### src/rtl/i2c_seq_pkg.sv
// Shared definitions for the parametrised I2C register sequencer and its buffer.
package i2c_seq_pkg;

  typedef enum logic [3:0] {
    ST_IDLE,
    ST_WAIT_RDY,
    ST_PRESENT,
    ST_TX_ACC,
    ST_TX_REL,
    ST_SEND_REQ,
    ST_RX_ACC,
    ST_RX_REL,
    ST_RX_REQ,
    ST_DONE
  } seq_state_e;

  localparam logic START_BIT   = 1'b1;
  localparam logic RESTART_BIT = 1'b1;
  localparam logic READ_BIT    = 1'b1;
  localparam logic WRITE_BIT   = 1'b0;

  localparam logic [6:0] BMP180_ADDR = 7'h77;

  localparam logic [7:0] REG_ID    = 8'hD0;
  localparam logic [7:0] REG_CALIB = 8'hAA;
  localparam logic [7:0] REG_CTRL  = 8'hF4;
  localparam logic [7:0] REG_OUT   = 8'hF6;

  function automatic logic [7:0] addrByte(input logic [6:0] addr, input logic rw);
    return {addr, rw};
  endfunction

endpackage

### src/rtl/i2c_rx_buf.sv
// Receive byte store: synchronous write and clear, combinational read that
// returns 0 for indices past the end of the buffer.
module i2c_rx_buf #(
  parameter int MAX_LEN = 22,
  parameter int LW      = 5
) (
  input  logic          clk,
  input  logic          clr_i,
  input  logic          we_i,
  input  logic [LW-1:0] waddr_i,
  input  logic [7:0]    wdata_i,
  input  logic [LW-1:0] raddr_i,
  output logic [7:0]    rdata_o
);

  logic [7:0] mem_q [MAX_LEN];

  always_ff @(posedge clk) begin
    if (clr_i) begin
      for (int i = 0; i < MAX_LEN; i++) begin
        mem_q[i] <= '0;
      end
    end else if (we_i && (int'(waddr_i) < MAX_LEN)) begin
      mem_q[waddr_i] <= wdata_i;
    end
  end

  always_comb begin
    rdata_o = '0;
    if (int'(raddr_i) < MAX_LEN) begin
      rdata_o = mem_q[raddr_i];
    end
  end

endmodule

### src/rtl/i2c_reg_seq.sv
// One-command-at-a-time I2C register sequencer: burst read into a local buffer
// or single-byte write, driving the existing master's send/receive handshake.
module i2c_reg_seq
  import i2c_seq_pkg::*;
#(
  parameter logic [6:0]  DEV_ADDR   = BMP180_ADDR,
  parameter int          MAX_LEN    = 22,
  parameter int          LW         = 5,
  parameter int          START_HOLD = 15,
  parameter logic [15:0] TIMEOUT    = 16'hFFFF
) (
  input  logic          clk,
  input  logic          reset,
  input  logic          cmd_valid,
  output logic          cmd_ready,
  input  logic          cmd_write,
  input  logic [7:0]    cmd_reg,
  input  logic [LW-1:0] cmd_len,
  input  logic [7:0]    cmd_wdata,
  input  logic          isReady,
  output logic          start,
  output logic          send,
  output logic [7:0]    datasend,
  input  logic          sended,
  output logic          receive,
  input  logic [7:0]    datareceive,
  input  logic          received,
  output logic          busy,
  output logic          done,
  output logic          err,
  output logic [LW-1:0] rx_count,
  input  logic [LW-1:0] rd_addr,
  output logic [7:0]    rd_data
);

  seq_state_e    state_q, state_d;
  logic [1:0]    ptr_q, ptr_d;
  logic [LW-1:0] idx_q, idx_d;
  logic [LW-1:0] rxCount_q, rxCount_d;
  logic          err_q, err_d;
  logic [15:0]   holdCnt_q, holdCnt_d;
  logic [15:0]   toCnt_q, toCnt_d;
  logic          sended_q, received_q;
  logic          cmdWrite_q;
  logic [7:0]    cmdReg_q, cmdWdata_q;
  logic [LW-1:0] len_q;

  logic          accept, lenBad, waitState, timedOut, lastByte;
  logic          sendedRise, sendedFall, receivedRise, receivedFall;
  logic          curIsStart, bufWe;
  logic [7:0]    curByte;

  assign accept       = cmd_valid && (state_q == ST_IDLE);
  assign lenBad       = (cmd_len == '0) || (int'(cmd_len) > MAX_LEN);
  assign sendedRise   = sended && !sended_q;
  assign sendedFall   = !sended && sended_q;
  assign receivedRise = received && !received_q;
  assign receivedFall = !received && received_q;
  assign lastByte     = (ptr_q == 2'd2);
  assign waitState    = (state_q == ST_WAIT_RDY) || (state_q == ST_TX_ACC) ||
                        (state_q == ST_TX_REL)   || (state_q == ST_RX_ACC) ||
                        (state_q == ST_RX_REL);
  assign timedOut     = waitState && (toCnt_q >= TIMEOUT);

  // Byte list: address+W, register, then either write data or address+R restart.
  always_comb begin
    curByte    = '0;
    curIsStart = 1'b0;
    case (ptr_q)
      2'd0: begin
        curByte    = addrByte(DEV_ADDR, WRITE_BIT);
        curIsStart = START_BIT;
      end
      2'd1: curByte = cmdReg_q;
      2'd2: begin
        curByte    = cmdWrite_q ? cmdWdata_q : addrByte(DEV_ADDR, READ_BIT);
        curIsStart = cmdWrite_q ? 1'b0 : RESTART_BIT;
      end
      default: curByte = '0;
    endcase
  end

  always_comb begin
    state_d   = state_q;
    ptr_d     = ptr_q;
    idx_d     = idx_q;
    rxCount_d = rxCount_q;
    err_d     = err_q;
    holdCnt_d = holdCnt_q;
    bufWe     = 1'b0;
    case (state_q)
      ST_IDLE: begin
        if (accept) begin
          err_d = 1'b0;
          idx_d = '0;
          ptr_d = '0;
          if (!cmd_write && lenBad) begin
            err_d     = 1'b1;
            rxCount_d = '0;
            state_d   = ST_DONE;
          end else begin
            state_d = ST_WAIT_RDY;
          end
        end
      end
      ST_WAIT_RDY: if (isReady) state_d = ST_PRESENT;
      ST_PRESENT: begin
        holdCnt_d = '0;
        state_d   = ST_TX_ACC;
      end
      ST_TX_ACC: begin
        if (sendedRise) begin
          state_d = ST_TX_REL;
        end else if (holdCnt_q < 16'(START_HOLD)) begin
          holdCnt_d = holdCnt_q + 16'd1;
        end
      end
      ST_TX_REL: begin
        if (sendedFall) begin
          if (!lastByte) begin
            ptr_d   = ptr_q + 2'd1;
            state_d = ST_SEND_REQ;
          end else if (cmdWrite_q) begin
            rxCount_d = idx_q;
            state_d   = ST_DONE;
          end else begin
            state_d = ST_RX_ACC;
          end
        end
      end
      ST_SEND_REQ: state_d = ST_PRESENT;
      ST_RX_ACC: begin
        if (receivedRise) begin
          bufWe   = 1'b1;
          idx_d   = idx_q + 1'b1;
          state_d = ST_RX_REL;
        end
      end
      ST_RX_REL: begin
        if (receivedFall) begin
          if (idx_q < len_q) begin
            state_d = ST_RX_REQ;
          end else begin
            rxCount_d = idx_q;
            state_d   = ST_DONE;
          end
        end
      end
      ST_RX_REQ: state_d = ST_RX_ACC;
      ST_DONE:   state_d = ST_IDLE;
      default:   state_d = ST_IDLE;
    endcase
    // Expiry overrides any handshake event seen in the same cycle.
    if (timedOut) begin
      state_d   = ST_DONE;
      err_d     = 1'b1;
      rxCount_d = idx_q;
      idx_d     = idx_q;
      ptr_d     = ptr_q;
      bufWe     = 1'b0;
    end
  end

  always_comb begin
    toCnt_d = '0;
    if ((state_d == state_q) && waitState) begin
      toCnt_d = toCnt_q + 16'd1;
    end
  end

  always_ff @(posedge clk) begin
    if (reset) begin
      state_q    <= ST_IDLE;
      ptr_q      <= '0;
      idx_q      <= '0;
      rxCount_q  <= '0;
      err_q      <= 1'b0;
      holdCnt_q  <= '0;
      toCnt_q    <= '0;
      sended_q   <= 1'b0;
      received_q <= 1'b0;
      cmdWrite_q <= 1'b0;
      cmdReg_q   <= '0;
      cmdWdata_q <= '0;
      len_q      <= '0;
    end else begin
      state_q    <= state_d;
      ptr_q      <= ptr_d;
      idx_q      <= idx_d;
      rxCount_q  <= rxCount_d;
      err_q      <= err_d;
      holdCnt_q  <= holdCnt_d;
      toCnt_q    <= toCnt_d;
      sended_q   <= sended;
      received_q <= received;
      if (accept) begin
        cmdWrite_q <= cmd_write;
        cmdReg_q   <= cmd_reg;
        cmdWdata_q <= cmd_wdata;
        len_q      <= cmd_len;
      end
    end
  end

  always_comb begin
    cmd_ready = (state_q == ST_IDLE);
    busy      = (state_q != ST_IDLE) && (state_q != ST_DONE);
    done      = (state_q == ST_DONE);
    send      = (state_q == ST_SEND_REQ);
    receive   = (state_q == ST_RX_REQ);
    datasend  = '0;
    start     = 1'b0;
    if ((state_q == ST_PRESENT) || (state_q == ST_TX_ACC) || (state_q == ST_TX_REL)) begin
      datasend = curByte;
    end
    if (curIsStart) begin
      start = (state_q == ST_PRESENT) ||
              ((state_q == ST_TX_ACC) && (holdCnt_q < 16'(START_HOLD)) && !sendedRise);
    end
  end

  assign err      = err_q;
  assign rx_count = rxCount_q;

  i2c_rx_buf #(
    .MAX_LEN(MAX_LEN),
    .LW     (LW)
  ) u_buf (
    .clk    (clk),
    .clr_i  (reset),
    .we_i   (bufWe),
    .waddr_i(idx_q),
    .wdata_i(datareceive),
    .raddr_i(rd_addr),
    .rdata_o(rd_data)
  );

endmodule
### config.mk
export PLATFORM = sky130hd
export DESIGN_NAME = i2c_reg_seq
export DESIGN_NICKNAME = d
export VERILOG_FILES = /design/src/rtl/i2c_seq_pkg.sv /design/src/rtl/i2c_rx_buf.sv /design/src/rtl/i2c_reg_seq.sv
export SDC_FILE = /design/constraint.sdc
export NUM_CORES = 1
export LEC_CHECK = 0
export ABC_AREA = 1
export BUFFER_PORTS_ARGS = -buffer_cell sky130_fd_sc_hd__buf_2
export CAP_MARGIN = 20
export CORE_AREA = 2 2 158 160
export CTS_CLUSTER_DIAMETER = 50
export DETAILED_ROUTE_END_ITERATION = 7
export DIE_AREA = 0 0 160 162
export PLACE_DENSITY = 0.7
export RECOVER_POWER = 100
export SETUP_SLACK_MARGIN = 0.05
export SLEW_MARGIN = 10
export SYNTH_ARGS = -nofsm -noshare
export SYNTH_HDL_FRONTEND = slang
export SYNTH_HIERARCHICAL = 1
export SYNTH_SLANG_ARGS = --single-unit
### constraint.sdc
create_clock -name clk -period 2.35 [get_ports clk]
set_clock_uncertainty 0.05 [all_clocks]
set_input_delay 0 -clock clk [delete_from_list [all_inputs] [get_ports clk]]
set_output_delay 0 -clock clk [all_outputs]
set_load 0.03 [all_outputs]
# Word-level counts from Yosys, hierarchy flattened
# Memories as Yosys holds them, arrays and structs flattened.
# Cells that the tools add are included.
dict set report word_totals {
  ram_bits 176
  word_cells 148
  in_bits 41
  n_memories 1
  regBits 73
}
# name depth word_bits read_ports rd_ports_with_merged_regs write_ports line_no
set memory_table {}
lappend memory_table {u_buf.mem_q 22 8 1 0 22 i2c_rx_buf.sv:16} ;# logic [7:0] mem_q [MAX_LEN];
dict set report classes {
  n_reduce_logical 43
  addsub 4
  eq_ne 26
  n_lt_le_gt_ge 6
  bitwise 2
  n_mux 53
}
# operator count
set ops {}
lappend ops {{$mux W5} 11}
lappend ops {{$mux W4} 10}
lappend ops {{$pmux W4 S9} 1}
lappend ops {{$add A16 B1 Y16 const B} 2}
lappend ops {{$mux W16} 2}
lappend ops {{$mux W8} 4}
lappend ops {{$pmux W16 S2} 1}
lappend ops {{$pmux W8 S3} 1}
lappend ops {{$eq A4 B3 Y1 const B} 4}
lappend ops {{$ge A16 B16 Y1 const B} 1}
lappend ops {{$lt A16 B4 Y1 const B} 1}
lappend ops {{$mux W1} 16}
lappend ops {{$ne A3 B3 Y1 const B} 5}
lappend ops {{$pmux W5 S3} 1}
lappend ops {{$logic_and A1 B1 Y1} 12}
lappend ops {{$lt A5 B5 Y1 const B} 2}
lappend ops {{$pmux W5 S2} 1}
lappend ops {{$reduce_bool A2 Y1} 5}
lappend ops {{$eq A4 B2 Y1 const B} 2}
lappend ops {{$eq A4 B4 Y1 const B} 2}
lappend ops {{$logic_or A1 B1 Y1} 8}
lappend ops {{$ne A2 B2 Y1 const B} 4}
lappend ops {{$reduce_and A8 Y1} 1}
lappend ops {{$reduce_bool A4 Y1} 2}
lappend ops {{other kinds (25)} 35}

# Longest topological paths before layout
# Gate-level depths: netlist of the first run.
dict set report depth {
  depth_word 13
  depth_mapped 14
}

# By module
# Netlist of the first run, hierarchy kept.
# mod seq_area_each_um2 area_per_inst_um2 instances cells_per_inst
set modules_own_cells {}
lappend modules_own_cells {i2c_rx_buf 5285.1 8321.7 1 891}
lappend modules_own_cells {i2c_reg_seq 1461.4 3663.5 1 506}

# Worst setup path after synthesis of the first run
# Ideal clock, no wire load.
dict set report synth_timing {
  path_kind {register to register}
  startpoint {reg toCnt_q[0]}
  endpoint {mem u_buf.mem_q[2][0], enable pin}
  arrival_time_ns 2.178
  required_time_ns 1.971
  path_stages_with_launch 15
  path_slack_ns -0.207
  path_buffers 0
  setup_ns 0.329
  period_less_slack_ns 2.557
  path_cell_list {dfxtp_1 -> ha_1 -> nand3_1 -> nor2_1 -> nand2_1 -> nor2_1 -> nand2_1 -> nor3_2 -> nor2_1 -> nand2_1 -> a21oi_1 -> nand2_2 -> nor3_4 -> nand2_4 -> nand2_1}
}
# item line_no
set synth_rtl {}
lappend synth_rtl {{start: declaration} i2c_reg_seq.sv:42} ;# logic [15:0] toCnt_q, toCnt_d;
lappend synth_rtl {{start signal: assignment} i2c_reg_seq.sv:193} ;# toCnt_q <= toCnt_d;
lappend synth_rtl {{end: declaration} i2c_rx_buf.sv:16}

==> impl_metrics.yaml, run 1 <==
run_status:
  status: "completed"
final_layout:
  drive_above_1_share_pct: 17.4
  syn_to_final_growth_pct: 25.6
  n_antenna_cell: 0
  postLayoutCoreUtil_pct: 62.5
  fin_area_sq_um: 15100
  nNetsFinal: 1603
  final_common_cell: "nor2_1"
  mostFrequentLayoutCells: "nor2_1, nand2_1, edfxtp_1, nand3_1, inv_1"
detailed_routing:
  via_per_inst: 5.32
  dr.first_iter.drc_count: 791
  avgRoutedWirePerCell_microns: 16.6
  drc_errors: 0
  drt-total-wl_microns: 31500
  ant_nets: 0
  vias: 10100
  firstDrtPassIters: 5
sta:
  min_period_ns: 2.25
  post-route-period-util_pct: 95.7
  layout_setup_ws_ns: 0.102
  slew_viol_final: 0
  slew-limit-headroom_pct: 40.9
  fmax_ghz: 0.445
  rsz0062_at_grt: "true"
  finalHoldViolations: 0
  worstMarginPinSlew_ns: 0.887
  finalSetupViolCount: 0
global_route:
  grt_pass1_vias: 9752
  track_usage_pct: 23.9
  grt_pass1_wl_microns: 49800
  overflow: 0
  grt_max_degree: 89
  antenna_found_initial: 0
placement:
  portBuffers: 68
  dp_hpwl_microns: 19300
  placed_area_sq_um: 13300
  gp_congestion: 0.878
  dp_slack_ns: -0.249
critical_path:
  crit_type: "register to register"
  reg2reg_depth: 15
  crit_path_max_fanout: 8
  startpoint_type: "register"
  end_kind: "register"
  crit_arrival_ns: 2.44
  worstPathRequired_ns: 2.54
clock_tree:
  clkSinkCount: 249
  clkLatencyLatePin_ns: 0.56
  clk_pin_slew_ns: 0.06
  cts_max_path_buffers: 3
  cts_tree: "built"
  numCtsBuffers: 29
  cts_root_buffer: "clkbuf_16"
  htreeDepth: 1
synth:
  syn_area_per_cell_sq_um: 8.58
  syn_nets: 1449
  syn_area_sq_um: 12000
  ys_types: 38
  synth_seq_cells: 249
  yosysSeqAreaShare_pct: 56.3
  synth_top_area_share_pct: 44.1
  synth.area.top_cells: "edfxtp_1, dfxtp_1, nor2_1, nand2_1, nand3_1"
  synth_top_cell_by_area: "edfxtp_1"
  synthCells: 1397
  yosys_warnings: 6
job:
  cap_violations: 0
pwr:
  fin_total_pwr_mw: 10.6
  ir_drop_mv: 0.675
  p_leak_nw: 6.50
  powerDensity_nw_per_um2: 706
min_path:
  min_path_cells: 4
  hold_class: "input port to register"
die:
  start_util_pct: 49.7
  num_io_pins: 69
  coreArea_sq_um: 24100
  die_h_microns: 162
  row_count: 57
  die_x_microns: 160
  die_area_sq_um: 25900
-- cells by family (layout without fill, tap and decap cells) --
group	after synthesis	in the layout	synth area share, %
fa+ha+maj	11	11	1.15
compound gates	107	107	5.00
buf+inv	197	371	6.41
simple gates	820	821	30.2
xor+xnor	13	13	0.950
flops	249	249	56.3
-- sequential cells by signal, summed over array words and instances (netlist names) --
register / flops
cmdReg_q: 8
cmdWdata_q: 8
cmdWrite_q: 1
err: 1
holdCnt_q: 16
idx_q: 5
len_q: 5
ptr_q: 2
received_q: 1
rx_count: 5
sended_q: 1
state_q: 4
toCnt_q: 16
u_buf/mem_q: 176
-- worst paths after layout --
| path | slack [ns] | start | end |
|---|---|---|---|
| min | 0.17 | cmd_reg[1] | cmdReg_q[1]$_SDFFE_PP0P_ |
| min reg2reg | 0.39 | holdCnt_q[14]$_SDFFE_PP0P_ | holdCnt_q[14]$_SDFFE_PP0P_ |
| max | 0.10 | toCnt_q[1]$_SDFF_PP0_ | u_buf/mem_q[1][7]$_SDFFCE_PN0P_ |
| max reg2reg | 0.10 | toCnt_q[1]$_SDFF_PP0_ | u_buf/mem_q[1][7]$_SDFFCE_PN0P_ |
-- per-stage QoR --
stage                     hold slack [ns]  cells  TNS (ns)
after floorplan                    0.0849   1397  -0.00363
after global placement              0.172   1790    -18.58
after detailed placement            0.176   1790    -21.14
after CTS                           0.135   1893         0
after global routing                0.171   1896    -0.448
final                               0.167   1896         0
-- cell type report --
type                    count  area (sq um)
clock buffers              38           801
clock inverters            14          92.6
fillers                  2015          9050
inverters                 131           499
multi-input cells         952          4930
flip-flops and latches    249          6750
well taps                 324           405
repair buffers            188          1580
-- synthesized netlist by cell type --
master and instances:
dfxtp_1 73, nor2_4 5, inv_1 117, nand3b_1 1, o211ai_1 9, nor3_1 15
nor3b_1 1, o21ai_0 62, nor3_2 13, buf_6 2, o21bai_1 1, a21oi_1 22
inv_2 10, nand3_2 5, o21ai_1 2, buf_1 7, nand3_1 141, a211oi_1 1
a21oi_2 1, a21o_1 1, nor3_4 4, clkbuf_1 48, nand2_2 26, nand4_1 7
inv_4 1, nand3_4 1, clkinv_1 3, nand2_1 260, buf_2 9, nor2_1 334
xor2_1 6, nor2_2 2, xnor2_1 7, a221oi_1 7, ha_1 11, nand2_4 5
o21ai_2 1, edfxtp_1 176
-- where the power goes --
group          internal [mW]  switching (mW)  leakage, nW
registers               4.87          0.0937         2.41
logic                  0.461           0.996         3.65
clock network           2.41            1.80        0.435
-- metal layers --
metal,vias up,GRT usage (%),wire (microns)
met1,4770,31.8,13000
met5,-,0,0
met3,51,3.40,2290
met4,0,6.76,785
met2,386,41.2,15400
li1,4884,-,-
-- critical path: stages, from the launching register on --
cell	delay [ns]
dfxtp_2	0.33
ha_4	0.16
nand3_4	0.08
nor2_4	0.05
nand2_2	0.09
nor2_4	0.05
nand2_2	0.08
nor3_4	0.04
nor2_2	0.09
nand2_1	0.07
a21oi_2	0.15
nand2_4	0.12
nor3_4	0.18
buf_12	0.18
nand2_2	0.10
nand2_4	0.13
-- timing repair --
action,CTS,global route
hold buffers,49,0
hold endpoints to repair,196,0
setup endpoints to repair,284,369
cloned,0,1
gates resized for setup,11,78
buffers inserted,2,2
pin swaps,5,13
Power figures use the tool's default switching activity.
==> run 2, diff against run 1 <==
CELL_PAD_IN_SITES_DETAIL_PLACEMENT = 0   (was default)
CELL_PAD_IN_SITES_GLOBAL_PLACEMENT = 1   (was default)
CORE_AREA = 2 2 174 176   (was 2 2 158 160)
DIE_AREA = 0 0 176 178   (was 0 0 160 162)
PLACE_DENSITY = default   (was 0.7)
PLACE_DENSITY_LB_ADDON = 0.1   (was default)
==> run 2 against run 1 <==
Net effect:
- hold slack worse by 0.11 ns
- sequential power about the same
- final cell count up 4.2%
- design area up 1.3%
- register-to-register slack about the same
- critical path depth unchanged
- critical path type unchanged
- critical endpoint is now u_buf/mem_q[6][3]$_SDFFCE_PN0P_
- largest power group is now the clock network
==> impl_metrics.yaml, run 2 (same netlist as run 1, synthesis figures left out) <==
final_layout:
  syn_to_final_growth_pct: 27.2
  final_common_cell: "nor2_1"
  largest_reg_flops: 176
  regMostFlops: "u_buf/mem_q"
  fin_area_sq_um: 15300
  mostFrequentLayoutCells: "nor2_1, nand2_1, edfxtp_1, nand3_1, inv_1"
  nNetsFinal: 1612
  drive_above_1_share_pct: 21.2
  n_antenna_cell: 0
  top_regs: "u_buf/mem_q: 176 flops, holdCnt_q: 16 flops, toCnt_q: 16 flops"
  fillCellCount: 2777
sta:
  fin_setup_tns_ns: 0
  post-route-period-util_pct: 96.2
  whs_ns: 0.0577
  slew_viol_final: 0
  rsz0062_at_grt: "true"
  min_period_ns: 2.26
  slew-limit-headroom_pct: 54.1
  finalHoldViolations: 0
  worstMarginPinSlew_ns: 0.688
  fmax_ghz: 0.442
  finalSetupViolCount: 0
critical_path:
  path_cells: "ha_4, nand3_4, nor2_4, nand2_2, nor2_4, nand2_2, nor3_2, nor2_1, nand2_1, a21oi_2, nand2_4, nor3_4, buf_12, nand2_8, nand2_8"
  reg2reg_depth: 15
  crit_type: "register to register"
  reg2reg_from: "toCnt_q[0]$_SDFF_PP0_"
  critPathMaxStageDelay_ns: 0.33
  rrSetupSlack_ns: 0.09
  crit_path_max_fanout: 8
  critPathSlowestCell: "dfxtp_2"
  worstPathRequired_ns: 2.51
  cp.buffers_inverters: 1
  r2r_end: "u_buf/mem_q[6][3]$_SDFFCE_PN0P_"
  startpoint_type: "register"
  end_kind: "register"
  crit_family: "simple AND/OR/NAND/NOR gates"
  crit_arrival_ns: 2.42
detailed_routing:
  dr.first_iter.drc_count: 574
  vias: 9665
  ant_nets: 0
  firstDrtPassIters: 5
  avgRoutedWirePerCell_microns: 16.2
  via_per_inst: 4.89
  drc_errors: 0
  drt-total-wl_microns: 31900
clock_tree:
  cts_max_path_buffers: 3
  clkLatencyLatePin_ns: 0.50
  cts_tree: "built"
  numCtsBuffers: 35
  cts_root_buffer: "clkbuf_16"
  clk_pin_slew_ns: 0.06
  htreeDepth: 2
  clkSinkCount: 249
global_route:
  antenna_found_initial: 0
  grt_max_degree: 57
  grt_pass1_vias: 9330
  grt_pass1_wl_microns: 50400
  overflow: 0
  track_usage_pct: 20.8
min_path:
  hold_path_end: "u_buf/mem_q[1][6]$_SDFFCE_PN0P_"
  hold_class: "input port to register"
  min_path_cells: 4
  holdCritStartpoint: "datareceive[6]"
pwr:
  ir_drop_mv: 0.584
  p_leak_nw: 6.34
  powerDensity_nw_per_um2: 749
die:
  num_io_pins: 69
  coreArea_sq_um: 29400
  die_h_microns: 178
  die_x_microns: 176
  die_area_sq_um: 31300
  start_util_pct: 40.8
  row_count: 63
job:
  cap_violations: 0
placement:
  dp_hpwl_microns: 20800
  gp_congestion: 0.798
  placed_area_sq_um: 13300
  portBuffers: 68
run_status:
  status: "completed"
[run 2: changes by cell type in the layout (fill, tap and decap cells not counted), sizes merged]
cell         before  now
clkinv           12   19
dlygate4sd3      49   29
inv             132  131
clkbuf           59   65
buf             118  139
nand2           292  291
bufinv            0    2
[run 2: final cells by class]
class | instances | area [sq um] | share of cell area, %
Sequential cell | 249 | 6750 | 44.3
Clock buffer | 41 | 951 | 6.24
Clock inverter | 22 | 185 | 1.21
Tap cell | 390 | 488 | 3.20
Multi-Input combinational cell | 951 | 4930 | 32.3
Inverter | 131 | 499 | 3.27
Timing Repair Buffer | 192 | 1450 | 9.49
[run 2: worst max-delay path by stage]
stage,to,slack [ns],cells after the start,startpoint
floorplan,u_buf/mem_q[10][0]$_SDFFCE_PN0P_,-0.0003,14,toCnt_q[0]$_SDFF_PP0_
global placement,u_buf/mem_q[11][0]$_SDFFCE_PN0P_,-0.04,15,toCnt_q[1]$_SDFF_PP0_
detailed placement,u_buf/mem_q[15][1]$_SDFFCE_PN0P_,-0.07,15,toCnt_q[1]$_SDFF_PP0_
CTS,u_buf/mem_q[6][3]$_SDFFCE_PN0P_,0.04,15,toCnt_q[0]$_SDFF_PP0_
global route,toCnt_q[4]$_SDFF_PP0_,-0.08,11,state_q[1]$_SDFF_PP0_
finish,u_buf/mem_q[6][3]$_SDFFCE_PN0P_,0.09,15,toCnt_q[0]$_SDFF_PP0_
[run 2: repair_timing]
item / CTS / global route
setup buffers: 13 / 5
endpoints found under the setup margin: 351 / 355
gates resized for setup: 18 / 81
hold buffers: 29 / 0
endpoints found under the hold margin: 48 / 0
pin swaps: 15 / 5
[run 2: worst min-delay path, stage by stage]
cell	delay, ns
buf_2	0.09
inv_1	0.03
buf_4	0.23
nor2_1	0.13
[run 2: metal layers]
layer / vias to the layer above / track usage (%) / share of wire, %
met5: - / 0 / 0
met4: 0 / 5.10 / 2.0
met3: 50 / 3.30 / 4.5
met2: 199 / 36.7 / 50
met1: 4506 / 26.7 / 44
li1: 4910 / - / -
[run 2: report_power, final]
group / switching [mW] / internal [mW]
combinational: 0.990 / 0.414
sequential: 0.0847 / 4.87
clock: 1.92 / 3.14
total: 3.00 / 8.42
[run 2: metrics by stage]
step                      power [mW]  worst slack [ns]  std cells  util (%)
after floorplan                 5.95         -0.000312       1397         -
after global placement          6.39           -0.0386       1866      45.2
after detailed placement        6.40           -0.0674       1866      45.2
after CTS                       11.5            0.0393       1971      51.0
after global routing            11.9           -0.0788       1976      51.9
final                           11.4            0.0897       1976      51.9
